$ cat src/rtl/seg7_pkg.sv
// Shared constants for the 7-segment scan driver: hex-to-segment table
// (active-high, bit order {g,f,e,d,c,b,a}) and segment field positions.
package seg7_pkg;

    localparam int SEG_A = 0;
    localparam int SEG_B = 1;
    localparam int SEG_C = 2;
    localparam int SEG_D = 3;
    localparam int SEG_E = 4;
    localparam int SEG_F = 5;
    localparam int SEG_G = 6;

    typedef logic [SEG_G:SEG_A] seg_t;

    // Entry [h] is the active-high pattern for hex digit h.
    localparam logic [15:0][6:0] HEX_SEG = {
        7'b1110001, // F
        7'b1111001, // E
        7'b1011110, // d
        7'b0111001, // C
        7'b1111100, // b
        7'b1110111, // A
        7'b1101111, // 9
        7'b1111111, // 8
        7'b0000111, // 7
        7'b1111101, // 6
        7'b1101101, // 5
        7'b1100110, // 4
        7'b1001111, // 3
        7'b1011011, // 2
        7'b0000110, // 1
        7'b0111111  // 0
    };

    function automatic seg_t hex_to_seg(input logic [3:0] h);
        return HEX_SEG[h];
    endfunction

endpackage

$ cat src/rtl/seg7_hex_decode.sv
// Combinational hex digit to active-high segment lookup.
// Ports: hex (4-bit digit in), seg ({g..a} active-high out).
module seg7_hex_decode
    import seg7_pkg::*;
(
    input  logic [3:0] hex,
    output seg_t       seg
);

    assign seg = hex_to_seg(hex);

endmodule

$ cat src/rtl/seg7_scan_driver.sv
// Time-multiplexed DIGITS-digit 7-segment driver with frame snapshot,
// leading-zero blanking, per-digit DP, PWM brightness and dead-time.
// Ports: clk, rst (async high), EN, A (hex digits), DP_IN, LZB, BRIGHT;
// outputs NUM {g..a}, DP, AN (one-hot), FRAME (frame-start pulse).
module seg7_scan_driver
    import seg7_pkg::*;
#(
    parameter int DIGITS     = 4,
    parameter int DIV_W      = 10,
    parameter int BRIGHT_W   = 3,
    parameter int ACTIVE_LOW = 1
) (
    input  logic                  clk,
    input  logic                  rst,
    input  logic                  EN,
    input  logic [4*DIGITS-1:0]   A,
    input  logic [DIGITS-1:0]     DP_IN,
    input  logic                  LZB,
    input  logic [BRIGHT_W-1:0]   BRIGHT,
    output logic [6:0]            NUM,
    output logic                  DP,
    output logic [DIGITS-1:0]     AN,
    output logic                  FRAME
);

    localparam int IDX_W = (DIGITS > 1) ? $clog2(DIGITS) : 1;
    localparam logic POL = (ACTIVE_LOW != 0);
    localparam logic [IDX_W-1:0] IDX_LAST = IDX_W'(DIGITS - 1);

    logic [DIV_W-1:0]    div_cnt_q, div_cnt_d;
    logic [IDX_W-1:0]    idx_q, idx_d;
    logic                first_q, first_d;
    logic [4*DIGITS-1:0] a_s_q, a_s_d;
    logic [DIGITS-1:0]   dp_s_q, dp_s_d;
    logic                lzb_s_q, lzb_s_d;
    logic [BRIGHT_W-1:0] bright_s_q, bright_s_d;
    logic [6:0]          num_q, num_d;
    logic                dp_q, dp_d;
    logic [DIGITS-1:0]   an_q, an_d;
    logic                frame_q, frame_d;

    logic                tick;
    logic                frame_start;
    logic                run;
    logic [DIGITS-1:0]   blank;
    logic [3:0]          cur_digit;
    logic                cur_dp;
    logic                cur_blank;
    seg_t                cur_seg;
    logic                lit;
    logic [DIGITS-1:0]   an_raw;

    // Scan sequencing and frame snapshot. The first tick after reset is
    // a frame start that keeps idx at 0 so scanning begins on digit 0.
    always_comb begin
        tick        = &div_cnt_q;
        frame_start = tick && (first_q || idx_q == IDX_LAST);
        div_cnt_d   = div_cnt_q + 1'b1;
        idx_d       = idx_q;
        if (tick) begin
            idx_d = frame_start ? '0 : idx_q + 1'b1;
        end
        first_d    = first_q && !tick;
        a_s_d      = frame_start ? A      : a_s_q;
        dp_s_d     = frame_start ? DP_IN  : dp_s_q;
        lzb_s_d    = frame_start ? LZB    : lzb_s_q;
        bright_s_d = frame_start ? BRIGHT : bright_s_q;
    end

    // Walk from the top digit down; run stays set while every digit
    // seen so far is zero with no decimal point requested.
    always_comb begin
        run   = 1'b1;
        blank = '0;
        for (int i = DIGITS - 1; i >= 0; i--) begin
            run = run && (a_s_q[4*i +: 4] == 4'h0) && !dp_s_q[i];
            if (i > 0) begin
                blank[i] = lzb_s_q && run;
            end
        end
    end

    always_comb begin
        cur_digit = '0;
        cur_dp    = 1'b0;
        cur_blank = 1'b0;
        for (int i = 0; i < DIGITS; i++) begin
            if (idx_q == IDX_W'(i)) begin
                cur_digit = a_s_q[4*i +: 4];
                cur_dp    = dp_s_q[i];
                cur_blank = blank[i];
            end
        end
    end

    seg7_hex_decode u_dec (
        .hex (cur_digit),
        .seg (cur_seg)
    );

    // div_cnt==0 is the dead-time cycle; PWM compares the top bits.
    always_comb begin
        lit = EN && (div_cnt_q != '0)
            && (div_cnt_q[DIV_W-1 -: BRIGHT_W] < bright_s_q);
        an_raw  = lit ? (DIGITS'(1) << idx_q) : '0;
        an_d    = an_raw ^ {DIGITS{POL}};
        num_d   = (cur_blank ? 7'h00 : cur_seg) ^ {7{POL}};
        dp_d    = cur_dp ^ POL;
        frame_d = frame_start;
    end

    always_ff @(posedge clk or posedge rst) begin
        if (rst) begin
            div_cnt_q  <= '0;
            idx_q      <= '0;
            first_q    <= 1'b1;
            a_s_q      <= '0;
            dp_s_q     <= '0;
            lzb_s_q    <= 1'b0;
            bright_s_q <= '0;
            num_q      <= {7{POL}};
            dp_q       <= POL;
            an_q       <= {DIGITS{POL}};
            frame_q    <= 1'b0;
        end else begin
            div_cnt_q  <= div_cnt_d;
            idx_q      <= idx_d;
            first_q    <= first_d;
            a_s_q      <= a_s_d;
            dp_s_q     <= dp_s_d;
            lzb_s_q    <= lzb_s_d;
            bright_s_q <= bright_s_d;
            num_q      <= num_d;
            dp_q       <= dp_d;
            an_q       <= an_d;
            frame_q    <= frame_d;
        end
    end

    assign NUM   = num_q;
    assign DP    = dp_q;
    assign AN    = an_q;
    assign FRAME = frame_q;

endmodule

$ cat config.mk
export PLATFORM = sky130hd
export DESIGN_NAME = seg7_scan_driver
export DESIGN_NICKNAME = d
export VERILOG_FILES = /design/src/rtl/seg7_pkg.sv /design/src/rtl/seg7_hex_decode.sv /design/src/rtl/seg7_scan_driver.sv
export SDC_FILE = /design/constraint.sdc
export NUM_CORES = 1
export LEC_CHECK = 0
export ABC_AREA = 1
export CORE_MARGIN = 2
export CORE_UTILIZATION = 58
export DETAILED_ROUTE_END_ITERATION = 8
export PLACE_DENSITY = 0.86
export REMOVE_ABC_BUFFERS = 1
export SLEW_MARGIN = 20
export SYNTH_ARGS = -nofsm -noshare
export SYNTH_HDL_FRONTEND = slang
export SYNTH_SLANG_ARGS = --single-unit
$ cat constraint.sdc
create_clock -name clk -period 4.15 [get_ports clk]
set_clock_uncertainty 0.1 [all_clocks]
set_input_delay 0.415 -clock clk [delete_from_list [all_inputs] [get_ports clk]]
set_output_delay 0.415 -clock clk [all_outputs]
set_load 0.02 [all_outputs]
Word-level counts from Yosys, hierarchy flattened
Memory sizes are Yosys's and may differ from the RTL's.
Index checks and enable logic that the tools add are counted.
Operators by class
  equality and inequality tests: 3
  multiplexer cells: 15
  add/sub/neg operators: 2
  $lt $le $gt $ge: 2
  bitwise logic cells: 3
  reduce and logical (&&, ||, !) cells: 23
  shift operators: 1
Operator list (count)
  $mux W4: 5
  $mux W7: 2
  $logic_and A1 B1 Y1: 12
  $logic_not A4 Y1: 3
  $add A10 B1 Y10 const B: 1
  $reduce_and A10 Y1: 1
  $reduce_bool A10 Y1: 1
  $mux W1: 7
  $not A7 Y7: 1
  $lt A4 B5 Y1 const B: 1
  $eq A2 B2 Y1 const B: 2
  $logic_not A1 Y1: 4
  $not A4 Y4: 1
  $shl A1 B2 Y4 const A: 1
  $lt A3 B3 Y1: 1
  $add A2 B1 Y2 const B: 1
  $eq A2 B1 Y1 const B: 1
  $logic_not A2 Y1: 1
  $mux W2: 1
  $logic_or A1 B1 Y1: 1
  $not A1 Y1: 1
Word-level totals
  word-level logic and storage cells: 61
  memories: 1
  output and inout port bits: 13
  flip-flop bits (word level): 50
  input port bits: 27
  ROM bits: 112
Memories
  (no name shown): words 16, width 7, rd ports 1, clocked after memory_dff 0, wr ports 0, line seg7_pkg.sv:36  | return HEX_SEG[h];

Depth between registers and ports, before layout
Gate-level depths: netlist (run 1).
  depth after elaboration: 12
  mapped depth: 14
  mapped depth without buffers: 14

By module
A second synthesis (run 1) with hierarchy kept.
Unflattened totals
  cells, all modules: 303
  area total of the unflattened synthesis: 2601.2 µm²
Modules (own cells, without submodules)
  seg7_scan_driver: cells each 250, area an instance 2293.4 µm², seq. area each 1267.5 µm², times used 1
  seg7_hex_decode: cells each 53, area an instance 307.8 µm², seq. area each 0.0 µm², times used 1

Worst setup path after synthesis (run 1)
OpenSTA, ideal clock, no wires.
  kind: register -> register
  from: reg idx_q[0]
  to: reg num_q[0], in the netlist NUM[0]
  clock period less this slack: 2.014 ns
  buffers on the path: 1
  library setup time: 0.084 ns
  data arrival time: 1.830 ns
  required time: 3.966 ns
  path slack: 2.136 ns
  stages on the path, launching flop included: 13
  cells stage by stage: dfrtp_1 > inv_1 > ha_1 > buf_2 > a21oi_1 > nand2_1 > a21boi_1 > inv_1 > ha_1 > inv_1 > nand3_1 > nand3_1 > nand3_1
On the way
  longest elaborated chain between the ends: 9
  elaborated cells between the ends (all ways): 15
  those cells by class: 3 x eq/ne; 9 x mux; 1 x bitwise; 1 x reduce/logical; 1 x memory
RTL lines
  start: declaration: line seg7_scan_driver.sv:31  | logic [IDX_W-1:0] idx_q, idx_d;
  start signal: assignment: line seg7_scan_driver.sv:127  | idx_q <= idx_d;
  $logic_not A2 Y1: line seg7_scan_driver.sv:88  | if (idx_q == IDX_W'(i)) begin
  $mux W4 (4 in series): line seg7_scan_driver.sv:88
  $mem_v2 Z16 W7
  $mux W7 (not written as such): line seg7_pkg.sv:36
  $mux W7 *: line seg7_scan_driver.sv:107  | num_d = (cur_blank ? 7'h00 : cur_seg) ^ {7{POL}};
  $not A7 Y7 (no line) *
  net num_d[0]: line seg7_scan_driver.sv:37  | logic [6:0] num_q, num_d;
  end signal: assignment: line seg7_scan_driver.sv:121  | num_q <= {7{POL}};
  end signal: assignment: line seg7_scan_driver.sv:133  | num_q <= num_d;
  end: declaration: line seg7_scan_driver.sv:37
Mark *: on every way through the listed nets, which the timed path passes. The rest lies on a longest branch. The select of a mux whose other input is x is not followed.
A chain may end at the register's enable or synchronous reset.

Final worst setup path (run 1)
  from: reg idx_q[1]
  to: reg num_q[0], in the netlist NUM[0]
The elaborated chain is that of the path after synthesis.

==> run_results.csv, run 1 <==
group,metric,value,unit
job,cap_violations,0,
setup_path,ff2ff_path_depth,12,
cts,clock-root-buffer,"clkbuf_8",
grt,antenna_found_initial,0,
sta,holdWs,357,ps
cts,cts_made_buffers,5,
die,initial_core_util,59.5,%
sta,setup_viol_count_final,0,
cts,hold_buffers,0,
setup_path,arrival,2480,ps
grt,grt_max_degree,51,
grt,grtUsageMet3,4.70,%
setup_path,setup.worst_path.class,"flop to flop",
layout,syn_to_final_growth,19.1,%
cts,cts_setup_buffers,0,
cts,clk_latency,300,ps
route,vias,2018,
worst_hold_path,worstHoldEndpoint,"first_q$_DFF_PP1_",
setup_path,crit_slowest_cell,"dfrtp_1",
setup_path,end_kind,"flop",
sta,setup-tns-final,0,ps
setup_path,critical_path_required,4280,ps
setup_path,worstPathMaxFanout,7,
setup_path,slowest_delay,420,ps
grt,gr-total-overflow,0,
layout,multi_input_area,1130,sq um
setup_path,reg2reg_slack,1800,ps
power,powerDensity,259,nW/um^2
layout,post-route-util,70.9,%
layout,final_nets,387,
layout,drive_above_1_share,9.51,%
die,fp.coreArea,4320,sq um
layout,fillers,356,
route,vias_per_cell,5.06,
setup_path,r2r_end,"NUM[0]$_DFF_PP1_",
placement,placed_area,2980,sq um
cts,clock-sinks,50,
die,die_h,70.6,um
synth,yosysSeqAreaShare,49.2,%
synth,ys_types,29,
grt,busiest_layer,"met2",
die,fp-row-count,24,
setup_path,crit_top_cell,"nand3_1",
route,drtIter0Drc,121,
cts,cts_buffer_depth,2,
grt,grt_pass1_vias,1934,
synth,synth_cells,305,
route,first_pass_iters,4,
synth,ys.warnings.count,0,
cts,htree_levels,2,
power,irDropWorstVdd,0.228,mV
die,dieWidth,70.6,um
route,ant_nets,0,
layout,fin_area,3060,sq um
sta,slew_violations,0,
route,wl_per_cell,12.3,um
route,drt_drc_violations_left,0,
worst_hold_path,holdCritStartpoint,"first_q$_DFF_PP1_",
placement,io_buffer_count,39,
sta,finalHoldViolCount,0,
setup_path,r2r_start,"idx_q[1]$_DFFE_PP0P_",
synth,ys_ff_latch,50,
sta,fmax,425,MHz
run_status,status,"completed",
worst_hold_path,min_path_cells,2,
layout,regArea,1270,sq um
placement,finalWeightedCongestion,0.856,
synth,syn_area,2570,sq um
grt,met1_usage,29.3,%
cts,cts_resized,0,
grt,grt_usage,21.8,%
die,ios,40,
worst_hold_path,hold_class,"flop to flop",
grt,grt_pass1_wl,8650,um
grt,grtUsageMet2,35.8,%
setup_path,cp-start-kind,"flop",
route,routed_wl,4900,um
synth,avgSynthCellArea,8.44,sq um
die,die-area,4990,sq um
power,p_leak,1.51,nW
power,p_total,0.793,mW
sta,slew_headroom,44.2,%
cts,cts_tree,"built",
setup_path,path_cells,"inv_1 > ha_1 > inv_2 > nand3_1 > nand2_1 > a21boi_1 > inv_1 > ha_1 > inv_1 > nand3_1 > nand3_1 > nand3_1",
sta,min_period_over_period,56.7,%
placement,dp_hpwl,3690,um
cts,clk_pin_slew,90,ps
sta,grt_setup_unrepaired,"no",
layout,num_antenna_cells,0,
sta,min_period,2350,ps
sta,worst_pin_slew,836,ps
[registers in the layout, indices dropped and copies added (netlist names), 2 cells and up]
| name | cells |
|---|---|
| a_s_q | 16 |
| div_cnt_q | 10 |
| NUM | 7 |
| AN | 4 |
| dp_s_q | 4 |
| bright_s_q | 3 |
| idx_q | 2 |
[metal layers]
layer  wire length (um)  part of all wire, %
met5                  0                    0
met1               2220                   45
met2               2380                   49
met4                 74                  1.5
met3                226                  4.6
[critical path: cells and delay by family, from the launching register on]
family          cells  cell delay [ps]
compound gates      1              400
fa+ha+maj           2              550
buf+inv             4              430
flops               1              420
simple gates        5              390
[how the worst max path moves through the flow]
stage | slack, ps | end | start | cells after the start
global placement | 1960 | NUM[0]$_DFF_PP1_ | idx_q[0]$_DFFE_PP0P_ | 10
finish | 1800 | NUM[0]$_DFF_PP1_ | idx_q[1]$_DFFE_PP0P_ | 12
CTS | 1810 | NUM[0]$_DFF_PP1_ | idx_q[1]$_DFFE_PP0P_ | 12
detailed placement | 1820 | NUM[0]$_DFF_PP1_ | idx_q[1]$_DFFE_PP0P_ | 12
floorplan | 2150 | NUM[0]$_DFF_PP1_ | idx_q[0]$_DFFE_PP0P_ | 10
global route | 1560 | NUM[5]$_DFF_PP1_ | idx_q[1]$_DFFE_PP0P_ | 12
[cell type report]
class | count | share of cell area, %
Multi-Input combinational cell | 216 | 36.8
Sequential cell | 50 | 41.4
Clock buffer | 6 | 2.37
Tap cell | 52 | 2.12
Timing Repair Buffer | 40 | 13.0
Clock inverter | 2 | 0.286
Inverter | 33 | 4.08
[cells in the final DEF, fill, tap and decap left out, types with 8 or more instances in the layout]
| cell | instances |
|---|---|
| clkdlybuf4s50_1 | 39 |
| dfrtp_1 | 37 |
| ha_1 | 14 |
| nor2_1 | 14 |
| dfstp_2 | 13 |
| a21oi_1 | 8 |
| inv_1 | 28 |
| nand3_1 | 30 |
| nand2_1 | 116 |
[per-stage QoR]
stage	setup WS [ps]	cells
6_report	1800	399
5_1_grt	1560	399
4_1_cts	1810	399
3_5_place_dp	1820	391
3_3_place_gp	1960	391
2_1_floorplan	2150	299
[cells by family after synthesis]
logic type | Yosys count | synth area share, %
simple gates | 178 | 30.6
flops | 50 | 49.2
buf+inv | 39 | 6.95
compound gates | 16 | 3.65
fa+ha+maj | 14 | 6.81
xor+xnor | 8 | 2.72
[power by group]
group          leakage, nW  internal, mW  switching [mW]
Combinational        0.957        0.0222          0.0136
Sequential           0.513         0.488        0.000103
Clock               0.0426         0.116           0.153
Total                 1.51         0.627           0.166
[cell usage after synthesis]
master,number,share of area (%)
a21boi_0,2,0.58
a21boi_1,1,0.29
a21o_1,1,0.29
a21oi_1,8,1.6
a22oi_1,1,0.29
a31oi_1,1,0.24
buf_2,2,0.39
buf_6,4,1.7
dfrtp_1,37,36
dfstp_2,13,13
ha_1,14,6.8
inv_1,29,4.2
inv_2,4,0.58
nand2_1,116,17
nand2_2,3,0.73
nand2_4,1,0.44
nand3_1,30,5.8
nand3_2,1,0.39
nand3_4,1,0.68
nand4_1,6,1.5
nor2_1,14,2.0
nor3_1,2,0.39
nor3_2,1,0.39
nor3b_1,1,0.29
nor4_1,1,0.24
nor4_4,1,0.83
o21ai_0,2,0.39
xnor2_1,2,0.68
xor2_1,6,2.0
(Power assumes the default switching activity.)
==> run 2, diff against run 1 <==
CORE_UTILIZATION = 48   (was 58)
PLACE_DENSITY = 0.76   (was 0.86)
clock period = 2 ns   (was 4.15 ns; I/O delays follow)
==> run_results.csv, run 2 (same netlist as run 1, synthesis figures left out) <==
group,metric,value,unit
layout,drive_above_1_share,16.9,%
power,p_total,1.65,mW
route,wl_per_cell,11.9,um
sta,fmax,524,MHz
route,routed_wl,5120,um
setup_path,cp-startpoint,"idx_q[0]$_DFFE_PP0P_",
sta,setup_viol_count_final,0,
grt,grt_pass1_vias,2055,
cts,cts_tree,"built",
power,powerDensity,498,nW/um^2
cts,clk_pin_slew,90,ps
layout,post-route-util,64.5,%
die,ios,40,
grt,gr-total-overflow,0,
cts,clock-sinks,50,
sta,min_period,1910,ps
sta,grt_setup_unrepaired,"yes",
worst_hold_path,hold_class,"input pin to async pin",
placement,io_buffer_count,39,
layout,final_nets,401,
setup_path,end_kind,"flop",
sta,slew_headroom,72.6,%
cts,cts_made_buffers,5,
die,dieWidth,77.2,um
cts,clock-root-buffer,"clkbuf_8",
grt,grt_max_degree,33,
sta,worst_pin_slew,410,ps
layout,top_register,"a_s_q",
power,p_leak,1.59,nW
route,vias,2092,
setup_path,critical_path_required,2130,ps
power,irDropWorstVdd,0.301,mV
route,first_pass_iters,4,
layout,layout_commonest_cell,"nand2_1",
placement,dp_hpwl,3800,um
cts,cts_buffer_depth,2,
job,cap_violations,0,
cts,clk_latency,310,ps
grt,grt_pass1_wl,9170,um
setup_path,setup.worst_path.class,"flop to flop",
setup_path,cp-start-kind,"flop",
sta,min_period_over_period,95.4,%
layout,syn_to_final_growth,28.8,%
grt,grt_usage,19.3,%
route,drt_drc_violations_left,0,
setup_path,worstPathMaxFanout,9,
setup_path,r2r_start,"idx_q[0]$_DFFE_PP0P_",
die,initial_core_util,50.1,%
cts,htree_levels,2,
die,die_h,77.2,um
layout,final_cell_mix,"113 x nand2_1, 39 x clkdlybuf4s50_1, 37 x dfrtp_1",
run_status,status,"completed",
placement,finalWeightedCongestion,1.00,
layout,fillers,452,
die,die-area,5960,sq um
sta,slew_violations,0,
die,fp-row-count,26,
route,vias_per_cell,4.85,
sta,finalHoldViolCount,0,
route,drtIter0Drc,130,
route,ant_nets,0,
layout,largest_reg_flops,16,
setup_path,ff2ff_path_depth,9,
die,fp.coreArea,5140,sq um
setup_path,arrival,2030,ps
layout,num_antenna_cells,0,
grt,antenna_found_initial,0,
==> run 2: cell count changes in the layout (fill, tap and decap cells not counted), sizes merged <==
cell,delta
inv,+1
clkinv,-1
buf,+14
==> run 2: power by group <==
part / total [mW] / internal, mW / switching (mW)
Combinational: 0.0788 / 0.0500 / 0.0288
Sequential: 1.01 / 1.01 / 0.000247
Clock: 0.560 / 0.243 / 0.317
Total: 1.65 / 1.31 / 0.346
==> run 2: final timing paths <==
| path | to | slack, ps |
|---|---|---|
| setup / recovery | NUM[0]$_DFF_PP1_ | 90 |
| hold / removal | FRAME$_DFF_PP0_ | 110 |
| setup reg to reg | NUM[0]$_DFF_PP1_ | 90 |
| hold reg to reg | first_q$_DFF_PP1_ | 370 |
| max in group asynchronous | AN[2]$_DFF_PP1_ | 1130 |
| min in group clk | a_s_q[1]$_DFFE_PP0P_ | 320 |
==> run 2: per-stage QoR <==
stage | std cells | cell area (sq um) | hold slack [ps] | setup WS (ps) | TNS (ps)
2_1_floorplan | 299 | 2520 | 190 | 1.48 | 0
5_1_grt | 431 | 3320 | 161 | -69.1 | -301
3_5_place_dp | 421 | 3120 | 344 | -22.7 | -33.2
6_report | 431 | 3320 | 113 | 91.6 | 0
4_1_cts | 429 | 3210 | 125 | 20.8 | 0
3_3_place_gp | 421 | 3120 | 341 | 51.9 | 0
==> run 2: routing by layer <==
| layer | GRT usage [%] | vias up | part of all wire [%] |
|---|---|---|---|
| met5 | 0 | - | 0 |
| met4 | 7.32 | 0 | 2.0 |
| met3 | 3.65 | 9 | 3.9 |
| met2 | 32.3 | 46 | 49 |
| met1 | 24.8 | 968 | 45 |
| li1 | - | 1069 | - |
==> run 2: layout make-up <==
| type | instances | area (sq um) | area share (%) |
|---|---|---|---|
| clock inverter | 2 | 10.0 | 0.302 |
| sequential | 50 | 1270 | 38.2 |
| tap | 70 | 87.6 | 2.64 |
| multi-input combinational | 216 | 1210 | 36.5 |
| inverter | 33 | 126 | 3.81 |
| clock buffer | 6 | 72.6 | 2.19 |
| timing repair buffer | 54 | 543 | 16.4 |
==> run 2: repair_timing <==
item	in CTS	in global routing
gates resized for setup	4	20
endpoints found under the setup margin	4	31
hold buffers	0	0
setup buffers	0	2
hold endpoints to repair	0	0
pin swaps	0	4
==> run 2: worst max-delay path, stage by stage, from the launching register on <==
cell     delay (ps)
dfrtp_1         410
ha_1            330
buf_4           200
inv_1            60
nor2_1           80
inv_1            40
nand2_1         230
inv_1           180
nand3_1         120
nand3_1          70
==> run 3, diff against run 2 <==
CORE_UTILIZATION = 53   (was 48)
PLACE_DENSITY = 0.8   (was 0.76)
SKIP_LAST_GASP = 1   (was not set)
clock period = 1.9 ns   (was 2 ns; I/O delays follow)
==> run_results.csv, run 3 (same netlist as run 1, synthesis figures left out) <==
group,metric,value,unit
setup_path,worstPathMaxFanout,3,
cts,clk_pin_slew,90,ps
worst_hold_path,hold_class,"input pin to async pin",
sta,holdWs,86.8,ps
setup_path,setup.worst_path.class,"flop to flop",
route,vias,2250,
sta,min_period,1920,ps
layout,drive_above_1_share,27.3,%
die,ios,40,
placement,finalWeightedCongestion,0.894,
power,seqPwrFrac,60.3,%
sta,slew_violations,0,
die,initial_core_util,54.9,%
grt,gr-total-overflow,0,
route,ant_nets,0,
layout,layout_commonest_cell,"nand2_1",
placement,place_ws,-84.5,ps
cts,cts_buffer_depth,2,
placement,io_buffer_count,39,
die,die_h,73.7,um
cts,clk_latency,310,ps
setup_path,critical_path_required,2030,ps
sta,worst_pin_slew,447,ps
layout,final_nets,414,
sta,finalHoldViolCount,0,
job,cap_violations,0,
layout,top_register,"a_s_q",
route,drtIter0Drc,185,
sta,min_period_over_period,101,%
cts,clock-sinks,50,
grt,grt_usage,22.2,%
layout,fin_area,3590,sq um
power,p_leak,1.70,nW
power,p_clk_share,35.0,%
power,p_sw,0.389,mW
layout,largest_reg_flops,16,
power,irDropWorstVdd,0.456,mV
sta,fmax,520,MHz
power,p_comb_share,4.7,%
cts,htree_levels,2,
sta,grt_setup_unrepaired,"yes",
route,first_pass_iters,4,
layout,post-route-util,76.6,%
die,fp-row-count,25,
setup_path,arrival,2050,ps
placement,placed_area,3150,sq um
cts,clock-root-buffer,"clkbuf_8",
route,vias_per_cell,5.26,
grt,grt_pass1_wl,9180,um
grt,antenna_found_initial,0,
cts,cts_tree,"built",
placement,dp_hpwl,3970,um
layout,syn_to_final_growth,39.6,%
grt,grt_max_degree,34,
route,drt_drc_violations_left,0,
route,routed_wl,5890,um
setup_path,cp-start-kind,"flop",
route,wl_per_cell,13.8,um
layout,final_cell_mix,"109 x nand2_1, 39 x clkdlybuf4s50_1, 35 x dfrtp_1",
grt,grt_pass1_vias,2127,
setup_path,end_kind,"flop",
die,die-area,5430,sq um
run_status,failed_checks,"negative setup slack",
die,dieWidth,73.7,um
die,fp.coreArea,4690,sq um
sta,setup_viol_count_final,4,
power,switching_share,22.0,%
cts,cts_made_buffers,5,
sta,slew_headroom,70.0,%
cts,hold_buffers,0,
run_status,status,"finished with violations",
layout,num_antenna_cells,0,
sta,fin_ws,-22.3,ps
power,powerDensity,492,nW/um^2
power,internal_power,1.38,mW
==> run 3: cell types whose count changed in the layout (fill, tap and decap cells not counted), moves of 3 or more <==
cell,delta
buf_6,+5
ha_4,+7
ha_1,-6
a21oi_1,-4
inv_1,-4
nand2_1,-4
a21oi_2,+3
nand3_2,+7
nand3_1,-7
inv_4,+3
buf_4,+8
nand2_4,+3
==> run 3: path summary, 6_finish.rpt <==
| kind | start | to | slack, ps | cells past startpoint |
|---|---|---|---|---|
| worst max-delay path | idx_q[0]$_DFFE_PP0P_ | NUM[2]$_DFF_PP1_ | -20 | 11 |
| worst min-delay path | rst | a_s_q[14]$_DFFE_PP0P_ | 90 | 2 |
| worst max register to register | idx_q[0]$_DFFE_PP0P_ | NUM[2]$_DFF_PP1_ | -20 | 11 |
| worst min register to register | first_q$_DFF_PP1_ | first_q$_DFF_PP1_ | 380 | 2 |
| max in group asynchronous | rst | first_q$_DFF_PP1_ | 1050 | 3 |
| min in group clk | BRIGHT[2] | bright_s_q[2]$_DFFE_PP0P_ | 300 | 3 |
==> run 3: power groups by stage <==
stage / combinational [mW] / clock [mW] / sequential (mW)
floorplan: 0.0160 / 0 / 1.09
global placement: 0.0835 / 0 / 1.09
detailed placement: 0.0845 / 0 / 1.09
CTS: 0.0846 / 0.625 / 1.07
global route: 0.0926 / 0.670 / 1.07
finish: 0.0829 / 0.618 / 1.07
==> run 3: layout make-up <==
type	count	area, sq um
inverters	33	139
clock inverters	3	18.8
multi-input cells	216	1370
flip-flops and latches	50	1270
repair buffers	67	659
fillers	312	1100
clock buffers	5	68.8
well taps	54	67.6
==> run 3: metal layers <==
| layer | up-vias | track usage [%] | wire (um) |
|---|---|---|---|
| li1 | 1098 | - | - |
| met2 | 67 | 38.4 | 3060 |
| met4 | 0 | 9.29 | 129 |
| met1 | 1073 | 27.0 | 2460 |
| met3 | 12 | 4.25 | 241 |
| met5 | - | 0 | 0 |
==> run 3: per-stage QoR <==
stage               setup TNS [ps]  cells  power [mW]
finish                       -39.4    428        1.77
global route                  -662    428        1.83
CTS                              0    420        1.78
detailed placement            -400    412        1.17
global placement             -66.6    412        1.17
floorplan                    -1790    299        1.10
==> run 3: critical path, cell delays in order (launching register included) <==
cell,delay (ps)
dfrtp_2,440
buf_6,130
ha_4,170
a21oi_2,140
nand2_2,90
a21boi_4,210
buf_6,130
ha_4,140
inv_4,40
buf_4,120
nand3_2,60
nand3_1,60
==> run 3: timing repair <==
item                       4_1_cts  5_1_grt
pin swaps                        1       23
setup endpoints to repair        7       31
buffers inserted                 0        8
resized for setup               10       63
gates cloned                     0        0
